### src/rtl/ctrl_xfer_pipe.sv
// EX/MEM control-transfer record pipeline feeding the hazard unit, with a
// RUN/DRAIN squash state machine and saturating flush / taken-transfer counters.
module ctrl_xfer_pipe #(
  parameter int CNT_W = 16
) (
  input  logic             CLK,
  input  logic             RST,
  input  logic             en,
  input  logic             id_valid,
  input  logic             id_jal,
  input  logic             id_jreg,
  input  logic             id_jump,
  input  logic             id_bne,
  input  logic             id_beq,
  input  logic             ex_zero,
  input  logic             flush,
  output logic             mem_jal,
  output logic             mem_jreg,
  output logic             mem_jump,
  output logic             mem_bne,
  output logic             mem_beq,
  output logic             mem_zero,
  output logic             mem_valid,
  output logic             mem_taken,
  output logic [CNT_W-1:0] flush_cnt,
  output logic [CNT_W-1:0] xfer_cnt
);

  typedef enum logic {
    ST_RUN   = 1'b0,
    ST_DRAIN = 1'b1
  } state_e;

  localparam int FL_BEQ  = 0;
  localparam int FL_BNE  = 1;
  localparam int FL_JUMP = 2;
  localparam int FL_JREG = 3;
  localparam int FL_JAL  = 4;

  state_e           state_q;
  logic             ex_valid_q;
  logic [4:0]       ex_flags_q;
  logic             mem_valid_q;
  logic [4:0]       mem_flags_q;
  logic             mem_zero_q;
  logic [CNT_W-1:0] flush_cnt_q;
  logic [CNT_W-1:0] xfer_cnt_q;

  logic             ex_valid_d;
  logic [4:0]       ex_flags_d;
  logic             mem_zero_d;
  logic             taken;
  logic             flush_cnt_full;
  logic             xfer_cnt_full;

  // A stage loaded invalid carries no flags, so downstream logic can trust flags alone.
  always_comb begin
    ex_valid_d = 1'b0;
    ex_flags_d = 5'b0;
    if (state_q == ST_RUN && id_valid) begin
      ex_valid_d = 1'b1;
      ex_flags_d = {id_jal, id_jreg, id_jump, id_bne, id_beq};
    end
  end

  assign mem_zero_d = ex_zero & (ex_flags_q[FL_BEQ] | ex_flags_q[FL_BNE]);

  assign taken = mem_valid_q & (mem_flags_q[FL_JAL] | mem_flags_q[FL_JREG] |
                                mem_flags_q[FL_JUMP] |
                                (mem_flags_q[FL_BEQ] & mem_zero_q) |
                                (mem_flags_q[FL_BNE] & ~mem_zero_q));

  assign flush_cnt_full = &flush_cnt_q;
  assign xfer_cnt_full  = &xfer_cnt_q;

  always_ff @(posedge CLK) begin
    if (RST) begin
      state_q     <= ST_RUN;
      ex_valid_q  <= 1'b0;
      ex_flags_q  <= 5'b0;
      mem_valid_q <= 1'b0;
      mem_flags_q <= 5'b0;
      mem_zero_q  <= 1'b0;
      flush_cnt_q <= '0;
      xfer_cnt_q  <= '0;
    end else begin
      if (flush && !flush_cnt_full) begin
        flush_cnt_q <= flush_cnt_q + CNT_W'(1);
      end
      if (taken && !xfer_cnt_full) begin
        xfer_cnt_q <= xfer_cnt_q + CNT_W'(1);
      end

      if (flush) begin
        state_q     <= ST_DRAIN;
        ex_valid_q  <= 1'b0;
        ex_flags_q  <= 5'b0;
        mem_valid_q <= 1'b0;
        mem_flags_q <= 5'b0;
        mem_zero_q  <= 1'b0;
      end else if (en) begin
        // In DRAIN the decode slot is wrong-path, so ex_valid_d squashes it.
        state_q     <= ST_RUN;
        ex_valid_q  <= ex_valid_d;
        ex_flags_q  <= ex_flags_d;
        mem_valid_q <= ex_valid_q;
        mem_flags_q <= ex_flags_q;
        mem_zero_q  <= mem_zero_d;
      end
    end
  end

  assign mem_valid = mem_valid_q;
  assign mem_jal   = mem_flags_q[FL_JAL];
  assign mem_jreg  = mem_flags_q[FL_JREG];
  assign mem_jump  = mem_flags_q[FL_JUMP];
  assign mem_bne   = mem_flags_q[FL_BNE];
  assign mem_beq   = mem_flags_q[FL_BEQ];
  assign mem_zero  = mem_zero_q;
  assign mem_taken = taken;
  assign flush_cnt = flush_cnt_q;
  assign xfer_cnt  = xfer_cnt_q;

endmodule

### config.mk
export PLATFORM = sky130hd
export DESIGN_NAME = ctrl_xfer_pipe
export DESIGN_NICKNAME = d
export VERILOG_FILES = /design/src/rtl/ctrl_xfer_pipe.sv
export SDC_FILE = /design/constraint.sdc
export NUM_CORES = 1
export LEC_CHECK = 0
export ABC_AREA = 0
export CAP_MARGIN = 30
export CORE_ASPECT_RATIO = 0.7
export CORE_MARGIN = 5
export CORE_UTILIZATION = 45
export DETAILED_ROUTE_END_ITERATION = 10
export PLACE_DENSITY = 0.72
export SLEW_MARGIN = 20
export SYNTH_ARGS = -nofsm -noshare
export SYNTH_HDL_FRONTEND = slang
export SYNTH_SLANG_ARGS = --single-unit
### constraint.sdc
create_clock -name CLK -period 2 [get_ports CLK]
set_clock_uncertainty 0.15 [all_clocks]
set_input_delay 0.4 -clock CLK [delete_from_list [all_inputs] [get_ports CLK]]
set_output_delay 0.4 -clock CLK [all_outputs]
set_load 0.005 [all_outputs]
After elaboration in Yosys (flattened, before gate mapping)
Index checks and enable logic that the tools add are counted.
{"block": "totals", "register_bits": 46, "wordCells": 34}
{"block": "op_classes", "n_addsub": 2, "mux": 4, "bitwise_logic": 11, "n_reduce_logical": 9}
{"cell": "$add A16 B1 Y16 const B", "count": 2}
{"cell": "$reduce_and A16 Y1", "count": 2}
{"cell": "$mux W5", "count": 1}
{"cell": "$or A1 B1 Y1", "count": 5}
{"cell": "$and A1 B1 Y1", "count": 4}
{"cell": "$logic_and A1 B1 Y1", "count": 3}
{"cell": "$mux W1", "count": 3}
{"cell": "$logic_not A1 Y1", "count": 2}
{"cell": "$not A1 Y1", "count": 2}
{"cell": "$reduce_bool A2 Y1", "count": 1}
{"cell": "$reduce_or A2 Y1", "count": 1}

Longest topological paths before layout
{"block": "logic_depth", "depth_word": 6, "ltp_mapped": 6}

Worst setup path before layout
No wires, ideal clock.
{"block": "synth_path", "kind": "flip-flop to flip-flop", "start": "register xfer_cnt_q[0], in the netlist xfer_cnt[0]", "end": "register xfer_cnt_q[14], in the netlist xfer_cnt[14]", "setup_ns": 0.071, "arrival_time_ns": 1.753, "setup_slack_ns": 0.026, "stages_incl_launch_ff": 6, "cell_sequence": "dfxtp_1 -> ha_1 -> and2_0 -> or4b_4 -> or4_1 -> a21oi_1"}
{"block": "synth_via", "elab_chain_cells": 3}
{"item": "from (decl)", "line_no": "47", "source": "logic [CNT_W-1:0] xfer_cnt_q;"}
{"item": "from (signal assigned)", "line_no": "91", "source": "xfer_cnt_q <= xfer_cnt_q + CNT_W'(1);"}
{"item": "parallel branches: the longest is 3 deep, another holds $add A16 B1 Y16"}
Parallel ways; which one is timed is not known.
A chain may end at the register's enable or synchronous reset.

Worst setup path after layout
{"block": "layout_path", "start": "register xfer_cnt_q[0], in the netlist xfer_cnt[0]", "end": "register xfer_cnt_q[10], in the netlist xfer_cnt[10]"}
The elaborated chain is that of the path after synthesis.

==> summary.txt <==
Layout
  • Fraction of final layout cells sized beyond drive strength 1: 21.1%
  • Fin nets: 354
  • Synthesis-to-layout area growth: 46.3%
  • ANT cells: 0
  • Final Instance Area: 3240 µm²

Clock network
  • CTS tree: yes
  • Root buffer cell: clkbuf_8
  • CTS Sinks: 46
  • Maximum clock insertion buffer count: 2
  • Clk_lat worst skew: 0.30 ns
  • TritonCTS Buffers: 5
  • Hold-fix buffers, CTS: 0
  • H-tree depth: 2
  • Clock-pin slew on the worst setup and hold paths: 0.09 ns

Timing
  • Setup TNS: 0 ns
  • Slew Limit Headroom: 72.5%
  • Setup Viol. Count Final: 0
  • RSZ-0062 raised after global routing: yes
  • Fin. Hold Viols: 0
  • Max Clk Rate: 507 MHz
  • Hold Slack: 0.319 ns
  • Fin. max-slew vios: 0
  • Tmin final: 1.97 ns
  • Slew @ Worst Pin: 0.409 ns
  • Final Cycle Share: 98.5%
  • Setup WS post-layout: 0.0292 ns

Route
  • DRC errors left: 0
  • Starting DRT DRC Count: 134
  • Vias per cell: 5.56
  • TritonRoute pass-1 iters: 5
  • DRT Wirelength: 6130 µm
  • Via count: 2285
  • Routed length per instance: 14.9 µm
  • Post-route ant nets: 0

Global routing
  • Largest net degree at the start of global routing: 45
  • Vias in the first global route: 2078
  • Antenna violations before repair: 0
  • First-pass GRT wire length: 9800 µm
  • GRT Residual Overflow: 0
  • All-layer global routing usage: 19.1%

Synth
  • Largest cells by area after synthesis: dfxtp_1 (42%), a21oi_1 (5.9%), mux2_1 (4.6%)
  • Ys Warns: 0
  • Yosys reg bits: 46
  • Synth area leader: dfxtp_1
  • Share of flip-flops with an asynchronous set or reset: 0%
  • Synth Flop Type: dfxtp_1
  • Top post-synthesis cells by count: dfxtp_1 (46), a21oi_1 (26), nor2_1 (24)
  • Post-synth EDFFs: 0
  • Yosys cell types: 42
  • Synthesized area per cell: 8.66 µm²
  • Top-area cell type share of the netlist area: 41.5%
  • Sequential fraction of the synthesis area: 41.5%
  • Top-count cell post-synth: dfxtp_1
  • Cells after synthesis: 256
  • Synth Net Count: 269
  • Syn Std Cell Area: 2220 µm²

Placement
  • GP Congestion: 0.929
  • Post-DP HPWL: 4370 µm
  • I/O Buffers: 50
  • Total placed instance area: 3070 µm²
  • Place WS: -0.129 ns

Setup path
  • WP data required: 2.03 ns
  • CP Launch Point: xfer_cnt[0]$_SDFFE_PP0P_
  • Crit Path Class: flop to flop
  • Reg2reg start: xfer_cnt[0]$_SDFFE_PP0P_
  • Arrival @ worst endpoint: 2.00 ns
  • Worst setup SP type: flop
  • CP endpoint kind: flop
  • Worst Path Max Fanout: 7

Power and ir drop
  • Leakage: 1.19 nW
  • PwrDens: 500 nW/µm²
  • Max VDD drop: 0.000351 V
  • Tot Pwr: 1.62 mW

Run status
  • Outcome: complete, no violations

Floorplan
  • Die ar.: 6450 µm²
  • I/O pins: 51
  • Die X: 93.9 µm
  • Core box area: 4780 µm²
  • Row cnt: 21
  • Starting Density: 46.4%
  • Die Y: 68.7 µm

Min path
  • Startpoint of the worst hold path: ex_flags_q[2]$_SDFFE_PP0P_
  • Hold crit path type: flop to flop

Job
  • Max Cap Viol: 0
==> cells by family after synthesis <==
family / Yosys count / synth area share (%)
AND/OR/NAND/NOR: 122 / 31.3
AO/OA/AOI/OAI: 49 / 13.6
flip-flops: 46 / 41.5
multiplexers: 19 / 9.14
buffers and inverters: 18 / 3.27
adder cells (fa/ha/maj): 2 / 1.13
==> registers in the layout (all words and copies together) (netlist names) <==
name / cells
xfer_cnt: 16
mem_zero: 1
flush_cnt: 16
mem_flags_q: 5
ex_valid_q: 1
state_q: 1
ex_flags_q: 5
mem_valid: 1
==> path summary, 6_finish.rpt <==
kind | to | depth (start not counted) | slack, ns
setup / recovery | xfer_cnt[10]$_SDFFE_PP0P_ | 7 | 0.03
hold / removal | ex_flags_q[2]$_SDFFE_PP0P_ | 2 | 0.32
setup reg to reg | xfer_cnt[10]$_SDFFE_PP0P_ | 7 | 0.03
hold reg to reg | ex_flags_q[2]$_SDFFE_PP0P_ | 2 | 0.32
==> layout by cell type (no fill, tap or decap), drive strengths merged, types with 3 or more instances in the layout <==
| master | n |
|---|---|
| a21oi | 26 |
| buf | 40 |
| clkbuf | 7 |
| clkdlybuf4s50 | 49 |
| dfxtp | 46 |
| inv | 7 |
| mux2 | 10 |
| mux2i | 9 |
| nand2 | 16 |
| nand2b | 3 |
| nand3 | 16 |
| nand4 | 10 |
| nor2 | 24 |
| nor2b | 10 |
| nor3 | 7 |
| nor4 | 10 |
| o21ai | 7 |
| o31ai | 7 |
| o41ai | 3 |
| or3 | 5 |
| or4 | 7 |
==> through the flow <==
step / std cells / util [%]
detailed placement: 401 / 64.1
global route: 411 / 67.8
finish: 411 / 67.8
CTS: 411 / 66.5
global placement: 401 / 64.1
floorplan: 256 / -
==> repair_timing <==
action                     in CTS  in global routing
setup endpoints to repair       2                 11
setup buffers                   2                  0
resized for setup               8                 15
pin swaps                       1                  1
==> worst max-delay path, cell delays in order, from the launching register on <==
cell and delay (ns):
dfxtp_2 0.34, ha_1 0.20, buf_4 0.14, nand3_1 0.11, nor4_4 0.05, buf_4 0.17, nor4_1 0.32, mux2_1 0.38
==> final cells by class <==
class	count	area [µm²]
flip-flops and latches	46	927
inverters	7	26.3
multi-input cells	192	1310
repair buffers	89	801
clock buffers	7	86.3
fillers	416	1540
well taps	69	86.3
clock inverters	1	5.00
==> metal layers <==
| layer | share of wire (%) | GRT usage, % | vias to the layer above |
|---|---|---|---|
| met2 | 43 | 29.9 | 89 |
| met1 | 49 | 26.6 | 1057 |
| li1 | - | - | 1130 |
| met4 | 1.2 | 5.05 | 0 |
| met5 | 0 | 0 | - |
| met3 | 7.4 | 4.45 | 9 |
==> power by group <==
| part | leakage, nW | switching (mW) | internal [mW] |
|---|---|---|---|
| registers | 0.374 | 0.00798 | 0.924 |
| clock network | 0.0482 | 0.315 | 0.280 |
| logic | 0.770 | 0.0469 | 0.0500 |
(Power assumes the default switching activity.)
